==> config.mk <==
export PLATFORM = sky130hd
export DESIGN_NAME = clk_div_monitor
export DESIGN_NICKNAME = d
export VERILOG_FILES = /design/src/rtl/clk_div_pkg.sv /design/src/rtl/clk_div_monitor_edge.sv /design/src/rtl/clk_div_monitor.sv
export SDC_FILE = /design/constraint.sdc
export NUM_CORES = 1
export LEC_CHECK = 0
export ABC_CLOCK_PERIOD_IN_PS = 4600
export CELL_PAD_IN_SITES_DETAIL_PLACEMENT = 0
export CELL_PAD_IN_SITES_GLOBAL_PLACEMENT = 2
export CORE_ASPECT_RATIO = 0.8
export CORE_MARGIN = 10
export CORE_UTILIZATION = 25
export DETAILED_ROUTE_END_ITERATION = 8
export GPL_TIMING_DRIVEN = 1
export PLACE_DENSITY = 0.65
export RECOVER_POWER = 50
export SKIP_LAST_GASP = 1
export SYNTH_ARGS = -nofsm -noshare
export SYNTH_HDL_FRONTEND = slang
export SYNTH_SLANG_ARGS = --single-unit
==> constraint.sdc <==
create_clock -name clk_ref -period 4.6 [get_ports clk_ref]
set_clock_uncertainty 0.05 [all_clocks]
set_input_delay 0.69 -clock clk_ref [delete_from_list [all_inputs] [get_ports clk_ref]]
set_output_delay 0.69 -clock clk_ref [all_outputs]
set_load 0.05 [all_outputs]
==> src/rtl/clk_div_pkg.sv <==
// Shared types, constants and helpers for the
// divided-clock measurement stage.
package clk_div_pkg;

  typedef enum logic [2:0] {
    IDLE,
    ALIGN,
    HIGH,
    LOW,
    DONE
  } state_e;

  localparam int unsigned WD_MULT = 3;
  localparam int unsigned WD_OFFS = 4;

  function automatic int unsigned exp_hi(
    input int unsigned n
  );
    return n >> 1;
  endfunction

  function automatic int unsigned exp_lo(
    input int unsigned n
  );
    return n - (n >> 1);
  endfunction

  function automatic int unsigned wd_limit(
    input int unsigned n
  );
    return WD_MULT * n + WD_OFFS;
  endfunction

endpackage

==> src/rtl/clk_div_monitor_edge.sv <==
// clk_edge_det: samples a slow signal on clk and flags
// rise/fall. Ports: clk, rst_n, sig_i -> rise_o, fall_o.
module clk_edge_det (
  input  logic clk,
  input  logic rst_n,
  input  logic sig_i,
  output logic rise_o,
  output logic fall_o
);

  logic clk_q;

  always_ff @(posedge clk or negedge rst_n) begin
    if (!rst_n) clk_q <= 1'b0;
    else        clk_q <= sig_i;
  end

  assign rise_o = sig_i & ~clk_q;
  assign fall_o = ~sig_i & clk_q;

endmodule

==> src/rtl/clk_div_monitor.sv <==
// clk_div_monitor: measures one period of clk_in in clk_ref
// cycles after start; reports counts and pass/bypass/timeout.
module clk_div_monitor #(
  parameter int div_ratio_wd = 8
) (
  input  logic                  clk_ref,
  input  logic                  rst_n,
  input  logic                  start,
  input  logic [div_ratio_wd-1:0] div_ratio,
  input  logic                  clk_in,
  output logic                  busy,
  output logic                  done,
  output logic [div_ratio_wd-1:0] hi_cnt,
  output logic [div_ratio_wd-1:0] lo_cnt,
  output logic [div_ratio_wd:0] period,
  output logic                  pass,
  output logic                  bypass,
  output logic                  timeout
);

  import clk_div_pkg::*;

  localparam int W   = div_ratio_wd;
  localparam int WDW = div_ratio_wd + 2;

  state_e         state_q;
  logic [W-1:0]   n_q;
  logic [W-1:0]   hi_q;
  logic [W-1:0]   lo_q;
  logic [WDW-1:0] wd_q;
  logic [WDW-1:0] wd_d;
  logic [WDW-1:0] wd_lim;
  logic           to_q;
  logic           byp_q;
  logic           expired;
  logic           hi_ok;
  logic           lo_ok;
  logic           rise;
  logic           fall;

  logic           busy_q;
  logic           done_q;
  logic           pass_q;
  logic           bypass_q;
  logic           timeout_q;
  logic [W-1:0]   hi_cnt_q;
  logic [W-1:0]   lo_cnt_q;
  logic [W:0]     period_q;

  clk_edge_det u_edge (
    .clk    (clk_ref),
    .rst_n  (rst_n),
    .sig_i  (clk_in),
    .rise_o (rise),
    .fall_o (fall)
  );

  function automatic logic [W-1:0] sat_inc(
    input logic [W-1:0] v
  );
    return (&v) ? v : v + W'(1);
  endfunction

  assign wd_d    = wd_q + WDW'(1);
  assign wd_lim  = WDW'(wd_limit(32'(n_q)));
  assign expired = (wd_d >= wd_lim);
  assign hi_ok   = (hi_q == W'(exp_hi(32'(n_q))));
  assign lo_ok   = (lo_q == W'(exp_lo(32'(n_q))));

  // An edge in the expiry cycle takes priority; the
  // >= compare still catches expiry on a later cycle.
  always_ff @(posedge clk_ref or negedge rst_n) begin
    if (!rst_n) begin
      state_q   <= IDLE;
      n_q       <= '0;
      hi_q      <= '0;
      lo_q      <= '0;
      wd_q      <= '0;
      to_q      <= 1'b0;
      byp_q     <= 1'b0;
      busy_q    <= 1'b0;
      done_q    <= 1'b0;
      pass_q    <= 1'b0;
      bypass_q  <= 1'b0;
      timeout_q <= 1'b0;
      hi_cnt_q  <= '0;
      lo_cnt_q  <= '0;
      period_q  <= '0;
    end else begin
      done_q <= 1'b0;
      unique case (state_q)
        IDLE: begin
          if (start && !done_q) begin
            n_q    <= div_ratio;
            wd_q   <= '0;
            hi_q   <= '0;
            lo_q   <= '0;
            to_q   <= 1'b0;
            busy_q <= 1'b1;
            if (div_ratio < W'(2)) begin
              byp_q   <= 1'b1;
              state_q <= DONE;
            end else begin
              byp_q   <= 1'b0;
              state_q <= ALIGN;
            end
          end
        end
        ALIGN: begin
          wd_q <= wd_d;
          if (rise) begin
            hi_q    <= W'(1);
            state_q <= HIGH;
          end else if (expired) begin
            to_q    <= 1'b1;
            state_q <= DONE;
          end
        end
        HIGH: begin
          wd_q <= wd_d;
          if (fall) begin
            lo_q    <= W'(1);
            state_q <= LOW;
          end else begin
            if (clk_in) hi_q <= sat_inc(hi_q);
            if (expired) begin
              to_q    <= 1'b1;
              state_q <= DONE;
            end
          end
        end
        LOW: begin
          wd_q <= wd_d;
          if (rise) begin
            state_q <= DONE;
          end else begin
            if (!clk_in) lo_q <= sat_inc(lo_q);
            if (expired) begin
              to_q    <= 1'b1;
              state_q <= DONE;
            end
          end
        end
        DONE: begin
          state_q   <= IDLE;
          busy_q    <= 1'b0;
          done_q    <= 1'b1;
          hi_cnt_q  <= hi_q;
          lo_cnt_q  <= lo_q;
          period_q  <= {1'b0, hi_q} + {1'b0, lo_q};
          bypass_q  <= byp_q;
          timeout_q <= to_q;
          pass_q    <= ~to_q & ~byp_q
                     & hi_ok & lo_ok;
        end
        default: state_q <= IDLE;
      endcase
    end
  end

  assign busy    = busy_q;
  assign done    = done_q;
  assign hi_cnt  = hi_cnt_q;
  assign lo_cnt  = lo_cnt_q;
  assign period  = period_q;
  assign pass    = pass_q;
  assign bypass  = bypass_q;
  assign timeout = timeout_q;

endmodule

==> flow_metrics.env <==
export IMPL_run_status="finished with violations"
export IMPL_violations="max-capacitance violations, max-slew violations"
export IMPL_cts_buffer_depth=2
export IMPL_hold_start="lo_cnt[2]"
export IMPL_dieArea_um2=23500
export IMPL_antenna_found_initial=0
export IMPL_io_pins=42
export IMPL_hold_violations=0
export IMPL_hold_path_class="reg -> reg"
export IMPL_clock_sinks=70
export IMPL_fmax_mhz=250.7
export IMPL_fp_dieH_um=139.1
export IMPL_post_place_ws_ns=0.5943
export IMPL_cts_tree="yes"
export IMPL_cp_data_required_time_ns=4.82
export IMPL_rsz0062_at_grt="no"
export IMPL_yosys_top_cells_area="dfrtp_1 (40%), ha_1 (12%), nand2_1 (6.9%)"
export IMPL_drive_above_1_share=0.06026
export IMPL_wl_per_cell_um=16.12
export IMPL_critical_path_class="reg -> reg"
export IMPL_crit_fanout=5
export IMPL_postSynthAreaPerCell_um2=9.068
export IMPL_synth_top_cell_by_area="dfrtp_1"
export IMPL_gr_usage_all_layers=0.1096
export IMPL_clk_pin_slew_ns=0.06
export IMPL_synth_distinct_cells=50
export IMPL_layout_common_cells="nand2_1 (82), dfrtp_1 (70), ha_1 (43)"
export IMPL_vias=3487
export IMPL_holdBufCountCts=0
export IMPL_final_antenna_net_count=0
export IMPL_design_final_nets=585
export IMPL_tightest_slew_ns=1.859
export IMPL_finalSetupTns_ns=0
export IMPL_drt_total_wl_um=12200
export IMPL_grt_overflow=0
export IMPL_grt_max_degree=71
export IMPL_final_common_cell="nand2_1"
export IMPL_syn_area_um2=4434
export IMPL_p_leak_uw=0.002495
export IMPL_drtIter0Drc=249
export IMPL_crit_path_start_kind="flip-flop"
export IMPL_seq_area_frac_synth=0.3950
export IMPL_areaGrowthSynthToFinish_pct=21.78
export IMPL_synth_edf_count=0
export IMPL_die_w_um=168.9
export IMPL_ir_drop_mv=0.3194
export IMPL_ys_warn_count=0
export IMPL_ys_ff_latch=70
export IMPL_startpoint="n_q[3]"
export IMPL_root_buffer="clkbuf_16"
export IMPL_cp_end_kind="flip-flop"
export IMPL_post_cts_buffers=0
export IMPL_port_buffers=41
export IMPL_slew_headroom=-0.2391
export IMPL_cp_data_arrival_time_ns=4.21
export IMPL_fin_crit_sh=0.8671
export IMPL_fillers=1798
export IMPL_routabilityCongestion=0.7989
export IMPL_rows=43
export IMPL_drtPass1Iterations=4
export IMPL_synth_top_area_share=0.3950
export IMPL_post_dp_hpwl_um=9129
export IMPL_clock_latency_ns=0.34
export IMPL_report_final_setup_viol=0
export IMPL_remaining_drc_errors=0
export IMPL_p_per_area_nw_per_um2=691.7
export IMPL_fin_crit_ns=3.989
export IMPL_grt_pass1_wl_um=20520
export IMPL_dpl_cell_area_um2=5082
export IMPL_start_util=0.2552
export IMPL_synth_fp_nets=547
export IMPL_drt_vias_per_instance=4.606
export IMPL_postSynthCellCount=489
export IMPL_cts_resized=0
export IMPL_fin_ws_ns=0.6115
export IMPL_maxCapViolations=2
export IMPL_core_um2=17380
export IMPL_r2r_start="n_q[3]"
export IMPL_synth_async_reset_ratio=1.000
export IMPL_drv_slew=112
export IMPL_grt_pass1_vias=3710
export IMPL_fin_area_um2=5400
export IMPL_htreeDepth=3
export IMPL_ys_flop_type="dfrtp_1"
export IMPL_numCtsBuffers=9
-- per-stage QoR --
| step | cells | utilization | total power [uW] | hold WS, ns |
|---|---|---|---|---|
| global route | 756 | 0.3106 | 4116 | 0.4541 |
| floorplan | 489 | - | 2441 | 0.3444 |
| global placement | 741 | 0.2925 | 2996 | 0.4106 |
| detailed placement | 741 | 0.2925 | 2999 | 0.4116 |
| CTS | 756 | 0.3110 | 3800 | 0.4288 |
| finish | 757 | 0.3108 | 3735 | 0.4226 |
-- critical path: stages (launching register included) --
cell and delay (ns):
dfrtp_1 0.44, inv_1 0.09, ha_1 0.37, inv_1 0.10
ha_1 0.30, a21o_1 0.18, a21oi_1 0.21, nor2_1 0.06
o21ai_0 0.17, nand2b_1 0.11, xnor2_1 0.14, ha_1 0.30
o211ai_1 0.09, nor3_1 0.18, a21oi_1 0.12, or2_2 0.33
or4_1 0.52, a21oi_1 0.16
-- power by group --
| group | switching [uW] | internal (uW) |
|---|---|---|
| clock | 285 | 488 |
| combinational | 1130 | 821 |
| sequential | 250 | 758 |
| total | 1670 | 2070 |
-- synth_stat cells, types with 4 or more instances --
cell type	n
nand2_1	82
nand4_1	8
xnor2_1	25
clkbuf_1	14
nand3_1	13
a21o_1	6
nand2b_1	4
nor3_1	11
a22o_1	5
or2_2	4
nor2b_1	4
dfrtp_1	70
or3_1	5
inv_1	28
a21oi_1	17
xor2_1	21
nor2_1	33
ha_1	43
o21ai_0	40
and3_1	5
nor4_1	4
-- routing by layer --
| layer | vias to the layer above | part of all wire | track usage |
|---|---|---|---|
| met2 | 55 | 0.42 | 0.1543 |
| met3 | 19 | 0.037 | 0.02493 |
| met5 | - | 0 | 0 |
| li1 | 1754 | - | - |
| met1 | 1659 | 0.52 | 0.1538 |
| met4 | 0 | 0.028 | 0.04986 |
-- final timing paths --
path | depth (start not counted) | slack (ns) | end
setup / recovery | 17 | 0.61 | to_q
hold / removal | 2 | 0.42 | lo_cnt[2]
setup reg to reg | 17 | 0.61 | to_q
hold reg to reg | 2 | 0.42 | lo_cnt[2]
max in group asynchronous | 1 | 2.58 | wd_q[0]
min in group asynchronous | 1 | 0.77 | n_q[1]
-- state kept, by name, indices dropped and copies added, names as in the netlist, 3 cells and up --
name and flops:
hi_q 8, wd_q 10, hi_cnt 8, n_q 8
period 9, lo_q 8, state_q 3, lo_cnt 8
-- cell families (layout without fill, tap and decap cells) --
family / Yosys count / after routing / share of synthesized area
AOI/OAI and AO/OA: 97 / 97 / 0.1428
DFF: 70 / 70 / 0.3950
xor gates and xnor gates: 46 / 46 / 0.09086
buffers and inverters: 45 / 87 / 0.03866
adders and majority gates: 46 / 46 / 0.1349
and+or+nand+nor: 181 / 181 / 0.1879
other: 0 / 1 / 0
muxes: 4 / 4 / 0.009875
-- layout make-up --
type	instances	area [um^2]	share of cell area
Multi-Input combinational cell	374	2516	0.4659
Clock inverter	5	83.83	0.01552
Sequential cell	70	1752	0.3244
Tap cell	225	281.5	0.05213
Timing Repair Buffer	43	416.7	0.07715
Inverter	29	108.9	0.02016
Clock buffer	10	239.0	0.04425
Antenna cell	1	2.502	0.0004634
No activity file was read; power rests on OpenSTA's default activity.
